<file path="src/rtl/rom_script_fetcher.sv">
// rom_script_fetcher: walks the script ROM from a start address, prefetching words into a FIFO until END.
// Optional per-script fetch watchdog: define ROM_FETCH_WATCHDOG_EN.
module rom_script_fetcher #(
   parameter int FIFO_DEPTH = 4,
   parameter int MAX_WORDS  = 256
) (
   input  logic        clk,
   input  logic        rst_n,
   input  logic        start_valid,
   output logic        start_ready,
   input  logic [9:0]  start_addr,
   input  logic        abort,
   output logic [9:0]  rom_addr,
   input  logic [31:0] rom_data,
   output logic        cmd_valid,
   input  logic        cmd_ready,
   output logic [31:0] cmd_data,
   output logic        cmd_last,
   output logic        busy,
   output logic        err
);
   localparam int AW = $clog2(FIFO_DEPTH);
   typedef enum logic [1:0] {IDLE, FETCH, DRAIN} state_t;
   state_t state, state_nx;
   logic [7:0] ptr;
   logic in_flight;
   logic [31:0] mem [FIFO_DEPTH];
   logic [AW-1:0] wp, rp;
   logic [AW:0] count;
   logic go, issue, push, pop, flush, hit_end, room, wd_ok, trip;
   logic unused_ok;
   assign unused_ok = ^{start_addr[1:0], 1'(MAX_WORDS)};
   assign rom_addr = {ptr, 2'b00};
   assign cmd_valid = count != '0;
   assign cmd_data = mem[rp];
   assign cmd_last = cmd_valid && cmd_data[31:28] == 4'hF;
   // The in-flight word already owns a FIFO slot, so a full FIFO can never overflow
   assign room = (count + (AW+1)'(in_flight)) < (AW+1)'(FIFO_DEPTH);
   always_comb begin
      start_ready = state == IDLE;
      busy = state != IDLE;
      go = start_ready && start_valid && !abort;
      flush = (busy && abort) || trip;
      push = state == FETCH && in_flight && !abort;
      hit_end = push && rom_data[31:28] == 4'hF;
      pop = cmd_valid && cmd_ready;
      issue = state == FETCH && !abort && !hit_end && room && wd_ok;
      state_nx = flush ? IDLE :
                 go ? FETCH :
                 hit_end ? DRAIN :
                 (state == DRAIN && pop && cmd_last) ? IDLE : state;
   end
   always_ff @(posedge clk or negedge rst_n)
      if (!rst_n) begin
         state <= IDLE;
         ptr <= '0;
         in_flight <= 1'b0;
         wp <= '0;
         rp <= '0;
         count <= '0;
      end else begin
         state <= state_nx;
         in_flight <= issue;
         ptr <= go ? start_addr[9:2] : issue ? ptr + 8'd1 : ptr;
         if (flush) begin
            wp <= '0;
            rp <= '0;
            count <= '0;
         end else begin
            wp <= wp + AW'(push);
            rp <= rp + AW'(pop);
            count <= count + (AW+1)'(push) - (AW+1)'(pop);
         end
      end
   always_ff @(posedge clk)
      if (push) mem[wp] <= rom_data;
`ifdef ROM_FETCH_WATCHDOG_EN
   localparam int WW = $clog2(MAX_WORDS + 1);
   logic [WW-1:0] words;
   assign wd_ok = words < WW'(MAX_WORDS);
   // Trip only once the last read has landed, so an END in that word still wins
   assign trip = state == FETCH && !wd_ok && !in_flight && !abort;
   always_ff @(posedge clk or negedge rst_n)
      if (!rst_n) begin
         words <= '0;
         err <= 1'b0;
      end else if (go) begin
         words <= '0;
         err <= 1'b0;
      end else begin
         words <= words + WW'(issue);
         if (trip) err <= 1'b1;
      end
`else
   assign wd_ok = 1'b1;
   assign trip = 1'b0;
   assign err = 1'b0;
`endif
endmodule
</file>
<file path="config.mk">
export PLATFORM = sky130hd
export DESIGN_NAME = rom_script_fetcher
export DESIGN_NICKNAME = d
export VERILOG_FILES = /design/src/rtl/rom_script_fetcher.sv
export SDC_FILE = /design/constraint.sdc
export NUM_CORES = 1
export LEC_CHECK = 0
export ABC_AREA = 1
export CORE_MARGIN = 5
export CORE_UTILIZATION = 30
export CTS_CLUSTER_DIAMETER = 40
export DETAILED_ROUTE_END_ITERATION = 12
export GPL_TIMING_DRIVEN = 0
export PLACE_DENSITY = 0.59
export SYNTH_ARGS = -nofsm -noshare
export SYNTH_HDL_FRONTEND = slang
export SYNTH_SLANG_ARGS = --single-unit
</file>
<file path="constraint.sdc">
create_clock -name clk -period 3.3 [get_ports clk]
set_input_delay 0.99 -clock clk [delete_from_list [all_inputs] [get_ports clk]]
set_output_delay 0.99 -clock clk [all_outputs]
set_load 0.02 [all_outputs]
</file>
# Word level (Yosys, flattened, before mapping)
# Memories as Yosys holds them, arrays and structs flattened.
# Cells that the tools add are included.
# totals
memories	1
regBits	18
latch_bits	0
elab_cells	49
out_inout_bits	47
mem_bits_rw	128
inputBits	47
mem_bits_ro	0
# memory_table
memory	words	word_bits	read_ports	rd_ports_with_merged_regs	write_ports	line_no	rtl
mem	4	32	1	0	1	27	logic [31:0] mem [FIFO_DEPTH];
# classes
div_mod_pow	0
bitwise	0
shifts	0
reduce_logical	20
mul	0
addsub	6
n_eq_ne	4
magnitude_cmp	1
muxes	11
# ops
op	count
$mux 8	2
$logic_and 1x1->1	13
$mux 2	6
$add 8x1->8 const B	1
$eq 4x4->1 const B	2
$add 3x1->3	2
$add 2x1->2	2
$reduce_bool 2->1	2
$reduce_bool 4->1	1
$lt 3x3->1 const B	1
$mux 3	1
$reduce_bool 3->1	1
$sub 3x1->3	1
$eq 2x1->1 const B	1
$eq 2x2->1 const B	1
$logic_not 1->1	2
$logic_not 2->1	1
$mux 1	2

# Logic depth before layout (Yosys ltp)
# Gate-level depths: netlist of run 1.
# logic_depth
ltp_word	9
mapped_depth	9
mapped_depth_nobuf	9

# Worst setup path before layout of run 1
# No wires, ideal clock.
# synth_timing
path_type	input to register
from	input abort
to	memory mem[0][0], enable pin
cell_stages	3
setup_slack_ps	-616
arrival_time_ps	3455
setup_ps	461
path_cell_list	nor2_4 > inv_1 > nor3_1
# synth_between
elab_chain_cells	4
# synth_lines
item	line_no	rtl
start, declared	12	input logic abort,
$logic_not 1->1	44	push = state == FETCH && in_flight && !abort;
$logic_and 1x1->1	44	
$mux 1	76	if (push) mem[wp] <= rom_data;
$mux 1 (implied by the code)	76	
end, declared	27	
# No other way between the ends.

# Final worst setup path of run 1
# layout_timing
from	register rp[1]
to	output cmd_data[12]
# layout_between
elab_chain_cells	1
# layout_lines
item	line_no	rtl
start, declared	28	logic [AW-1:0] wp, rp;
start signal, assigned	71	rp <= rp + AW'(pop);
$mem_v2 4x32	n/a	
end, declared	17	output logic [31:0] cmd_data,
# No other way between the ends.

==> results.toml, run 1 <==
[cts]
post_cts_buffers = 0
clockBufferDepth = 2
cts_tree = "built"
htreeDepth = 4
clk_latency_ns = 0.42
cts.sinks = 146
clk_pin_slew_worst_paths_ns = 0.06
numCtsBuffers = 17
cts-root-buf = "clkbuf_16"

[timing]
clock_skew_ns = 0.0106
setup_slack_ns = 0.144
max_freq_ghz = 0.317
period_share = 0.956
hold_viol_final = 0
rsz0062_at_grt = "false"
report.final.slew_viol_count = 0
worst_pin_slew_ns = 0.901
period_needed_ns = 3.16
finalSetupViolations = 0
max_slew_margin = 0.398

[layout]
drive_gt1_frac = 0.150
utilization = 0.406
seqCellArea_mm2 = 0.00430
syn2layout_area_growth_pct = 32.6
fillers = 1842
n_antenna_cell = 0
nNetsFinal = 648
multi_input_area_mm2 = 0.00147

[floorplanning]
chipWidth_um = 151
coreArea_mm2 = 0.0195
die_area_mm2 = 0.0228
io_pins = 94
initial_utilization = 0.306
chipHeight_um = 151
rows = 51

[power_and_ir_drop]
p_seq_frac = 0.338
total_power_mw = 6.53
pwr_density_cell_mw_per_mm2 = 824
irDropWorstVdd_uv = 482
p_int_mw = 4.17
leakage_nw = 2.92
clkPwrFrac = 0.287
switching_share = 0.361
p_sw_mw = 2.36
power_frac_comb = 0.375

[min_path]
hp-class = "flop to flop"

[setup_path]
worst_ep_required_time_ns = 2.31
critPathArrivalTime_ns = 2.17
endpoint_kind = "primary output"
cp_max_fo = 10
path_class = "flop to primary output"
worst_setup_path_start_kind = "flop"

[flow_run]
cap_violations = 0

[route]
viasPerCell = 4.64
drt_first_pass_iters = 4
routedWlPerCell_um = 16.8
wl_um = 14600
num_vias = 4047
drc = 0
final_antenna_net_count = 0
drt_iter0_drc = 249

[synthesis]
yosys_warnings = 0
yosysSeqAreaShare = 0.719
synth_flop_cell = "edfxtp_1"
synthCells = 476
syn_avg_cell_area_um2 = 12.5
synth_edf_count = 128
yosys_register_bits = 146
syn_area_mm2 = 0.00597
synth_cell_types = 40
async_flop_share = 0.123

[placement]
place_worst_setup_slack_ns = -0.0238
post-dp-hpwl_um = 10300
gp_congestion = 0.790
portBuffers = 88

[global_route]
grt_antenna_before_repair = 0
track_usage = 0.133
grt_first_pass_wirelength_um = 22600
grt_overflow = 0
grt_max_degree = 19
grt_pass1_vias = 4194

[run_status]
status = "finished, final reports clean"
==> cells in the final DEF (no fill, tap or decap), types with 4 or more instances in the layout <==
cell	count
buf_2	5
buf_4	9
buf_6	11
clkbuf_16	17
clkbuf_2	4
clkdlybuf4s50_1	59
clkinvlp_4	4
dfrtp_1	17
dlygate4sd2_1	28
edfxtp_1	128
inv_1	22
inv_2	5
nand2_1	50
nand2_2	4
nand3_1	17
nor2_1	76
nor3_2	5
o21ai_0	44
o21ai_1	19
o21ai_2	4
o22ai_1	28
==> power by group through the flow <==
stage               sequential, mW  combinational (mW)  clock (mW)
CTS                           2.21                2.50        1.90
global route                  2.22                2.69        1.97
floorplan                     2.27                1.40           0
detailed placement            2.24                2.63           0
finish                        2.21                2.45        1.87
global placement              2.24                2.58           0
==> synth_stat cells, types with 5 or more instances <==
library cell,number,share of area
nand3_1,17,0.014
o21ai_1,19,0.016
buf_2,10,0.0084
dfrtp_1,18,0.075
o22ai_1,28,0.029
nor3_1,6,0.0050
edfxtp_1,128,0.64
inv_2,5,0.0031
o21ai_0,44,0.037
inv_1,22,0.014
nand2_1,50,0.031
nor2_1,76,0.048
clkbuf_1,7,0.0044
==> logic make-up (layout without fill, tap and decap cells) <==
family / count (synthesis) / in the layout / share of synthesized area
other cells: 1 / 3 / 0.000628
fa+ha+maj: 4 / 4 / 0.00964
xor+xnor: 6 / 6 / 0.00880
compound gates: 101 / 101 / 0.0974
flops: 146 / 146 / 0.719
buf+inv: 52 / 181 / 0.0402
simple gates: 166 / 166 / 0.124
==> critical path, stage by stage, from the launching register on <==
cell           delay (ns)
dfrtp_1              0.45
inv_1                0.26
clkbuf_2             0.32
o21ai_0              0.14
o22ai_1              0.21
dlygate4sd2_1        0.37
==> per-layer routing <==
metal	vias to the layer above	GRT usage	part of all wire
li1	1922	-	-
met1	1990	0.159	0.42
met2	110	0.230	0.50
met3	25	0.0344	0.053
met4	0	0.0539	0.023
met5	-	0	0
==> final timing paths <==
kind | depth (start not counted) | start | slack (ns) | endpoint
worst max register to register | 7 | state[1] | 0.99 | mem[3][19]
min in group asynchronous | 1 | rst_n | 1.08 | in_flight
worst max-delay path | 5 | rp[1] | 0.14 | cmd_data[12]
worst min register to register | 2 | ptr[7] | 0.56 | ptr[7]
max in group asynchronous | 1 | rst_n | 1.60 | rp[0]
worst min-delay path | 2 | ptr[7] | 0.56 | ptr[7]
==> state kept, by name (all words and copies together) (netlist names) <==
name       count
count          3
in_flight      1
wp             2
state          2
rp             2
mem          128
ptr            8
==> cell type report <==
cell class	instances	share of cell area
clock buffer	18	0.0542
inverter	28	0.0134
sequential	146	0.542
clock inverter	11	0.0177
buffer	24	0.0199
timing repair buffer	100	0.126
multi-input combinational	280	0.185
tap	265	0.0419
==> per-stage QoR <==
step	instance area, µm²	hold slack, ns	std cells	TNS [ns]
after floorplan	5980	0.528	478	-78.82
after global placement	7190	0.541	831	-395.31
after detailed placement	7360	0.544	843	-0.210
after CTS	7920	0.560	872	0
after global routing	7920	0.595	872	0
final	7920	0.558	872	0
==> repair_timing <==
action                     CTS  global route
hold buffers                 0             0
setup endpoints to repair   28             1
pin swaps                    0             0
resized for setup           40             2
Power figures use the tool's default switching activity.
==> run 2: changes to the inputs <==
--- a/config.mk
+++ b/config.mk
@@ -9,6 +9,7 @@
 export CORE_MARGIN = 5
 export CORE_UTILIZATION = 30
 export CTS_CLUSTER_DIAMETER = 40
+export CTS_CLUSTER_SIZE = 24
 export DETAILED_ROUTE_END_ITERATION = 12
 export GPL_TIMING_DRIVEN = 0
 export PLACE_DENSITY = 0.59
==> results of run 2 <==
Same layout as run 1: the final DEF is identical, and so are final timing and power.
==> run 3: changes to the inputs <==
--- a/config.mk
+++ b/config.mk
@@ -11,8 +11,7 @@
 export CTS_CLUSTER_DIAMETER = 40
 export CTS_CLUSTER_SIZE = 24
 export DETAILED_ROUTE_END_ITERATION = 12
-export GPL_TIMING_DRIVEN = 0
-export PLACE_DENSITY = 0.59
+export PLACE_DENSITY = 0.58
 export SYNTH_ARGS = -nofsm -noshare
 export SYNTH_HDL_FRONTEND = slang
 export SYNTH_SLANG_ARGS = --single-unit
==> constraint.sdc (replaced) <==
create_clock -name clk -period 3.95 [get_ports clk]
set_input_delay 1.185 -clock clk [delete_from_list [all_inputs] [get_ports clk]]
set_output_delay 1.185 -clock clk [all_outputs]
set_load 0.02 [all_outputs]
==> run 3 against run 2 <==
Net effect:
- routed wire length is 7.7% lower
- critical path depth up 3
- global-route usage down 0.95 points
- worst setup slack improved by 0.11 ns
- hold slack improved by 0.012 ns
==> results.toml, run 3 (synthesis results as in run 1) <==
[cts]
cts_tree = "built"
htreeDepth = 4
numCtsBuffers = 17
post_cts_buffers = 0
cts-root-buf = "clkbuf_16"
clk_latency_ns = 0.42
clockBufferDepth = 2
clk_pin_slew_worst_paths_ns = 0.06
cts.sinks = 146

[timing]
rsz0062_at_grt = "false"
max_freq_ghz = 0.270
max_slew_margin = 0.427
period_share = 0.936
tns_ns = 0
finalSetupViolations = 0
period_needed_ns = 3.70
hold_viol_final = 0
report.final.slew_viol_count = 0
timing.hold.ws_ns = 0.571
clock_skew_ns = 0.00714
worst_pin_slew_ns = 0.857

[layout]
multi_input_area_mm2 = 0.00147
fillers = 1848
regMostFlops = "mem"
final_common_cell = "edfxtp_1"
finalInstanceArea_mm2 = 0.00775
layout_common_cells = "edfxtp_1, clkdlybuf4s50_1, nor2_1"
nNetsFinal = 623
largest_register_ffs = 128
seqCellArea_mm2 = 0.00430
n_antenna_cell = 0
reg_top3 = "mem (128), ptr (8), count (3)"
syn2layout_area_growth_pct = 29.8
drive_gt1_frac = 0.125

[route]
final_antenna_net_count = 0
num_vias = 3880
drt_iter0_drc = 219
drt_first_pass_iters = 4
routedWlPerCell_um = 15.9
wl_um = 13500
viasPerCell = 4.56
drc = 0

[placement]
gp_congestion = 0.756
portBuffers = 88
placedInstanceArea_mm2 = 0.00716
post-dp-hpwl_um = 8410

[min_path]
hp-class = "flop to flop"

[setup_path]
cp_max_fo = 21
critPathArrivalTime_ns = 2.51
worst_setup_path_start_kind = "flop"
path_class = "flop to primary output"
worst_ep_required_time_ns = 2.76
endpoint_kind = "primary output"

[floorplanning]
initial_utilization = 0.306
die_area_mm2 = 0.0228
chipWidth_um = 151
rows = 51
chipHeight_um = 151
coreArea_mm2 = 0.0195
io_pins = 94

[run_status]
status = "finished, final reports clean"

[power_and_ir_drop]
pwr_density_cell_mw_per_mm2 = 707
irDropWorstVdd_uv = 293
leakage_nw = 2.75

[global_route]
grt_pass1_vias = 3935
grt_overflow = 0
grt_antenna_before_repair = 0
track_usage = 0.124
grt_first_pass_wirelength_um = 21000
grt_max_degree = 69

[flow_run]
cap_violations = 0
-- run 3: cell types whose count changed in the layout (fill, tap and decap cells not counted), sizes merged, moves of 4 or more --
cell	change
dlygate4sd2	-28
inv	+4
clkdlybuf4s50	+29
buf	-17
clkbuf	-8
-- run 3: area by class of cell --
type                       instances  share of cell area
tap                              265              0.0428
inverter                          28              0.0137
clock buffer                      18              0.0554
timing repair buffer              99               0.125
clock inverter                    14              0.0199
sequential                       146               0.554
multi-input combinational        280               0.189
-- run 3: path summary, 6_finish.rpt --
check | from | endpoint | slack (ns) | cells after the start
max | rp[1] | cmd_last | 0.25 | 8
min | ptr[7] | ptr[7] | 0.57 | 2
max reg2reg | state[1] | mem[0][30] | 2.02 | 6
min reg2reg | ptr[7] | ptr[7] | 0.57 | 2
max in group asynchronous | rst_n | rp[0] | 2.10 | 1
min in group asynchronous | rst_n | ptr[5] | 1.26 | 1
-- run 3: critical path: stages (launching register included) --
cell             delay, ns
dfrtp_1               0.34
buf_4                 0.27
inv_1                 0.09
buf_4                 0.23
nand3_1               0.11
nand2_1               0.09
nor2_1                0.17
and3_1                0.17
clkdlybuf4s50_1       0.60
-- run 3: power breakdown --
group,internal (mW),total (mW),switching (mW)
logic,0.852,2.09,1.24
clock network,0.938,1.56,0.624
registers,1.76,1.83,0.0717
-- run 3: layer usage --
| metal | wire [µm] | GRT usage | share of wire |
|---|---|---|---|
| met1 | 5840 | 0.147 | 0.43 |
| met3 | 505 | 0.0308 | 0.037 |
| met2 | 6930 | 0.213 | 0.51 |
| met4 | 235 | 0.0521 | 0.017 |
| met5 | 0 | 0 | 0 |
-- run 3: timing repair --
item	4_1_cts	5_1_grt
endpoints found under the setup margin	0	1
hold buffers	0	0
gates resized for setup	0	1
-- run 3: metrics by stage --
stage	cells	utilization	worst slack (ns)	power (mW)
3_3_place_gp	818	0.367	0.613	3.94
6_report	850	0.397	0.251	5.48
4_1_cts	850	0.397	0.0947	5.56
5_1_grt	850	0.397	0.0408	5.79
3_5_place_dp	818	0.367	0.553	3.98
2_1_floorplan	478	-	-0.161	3.07
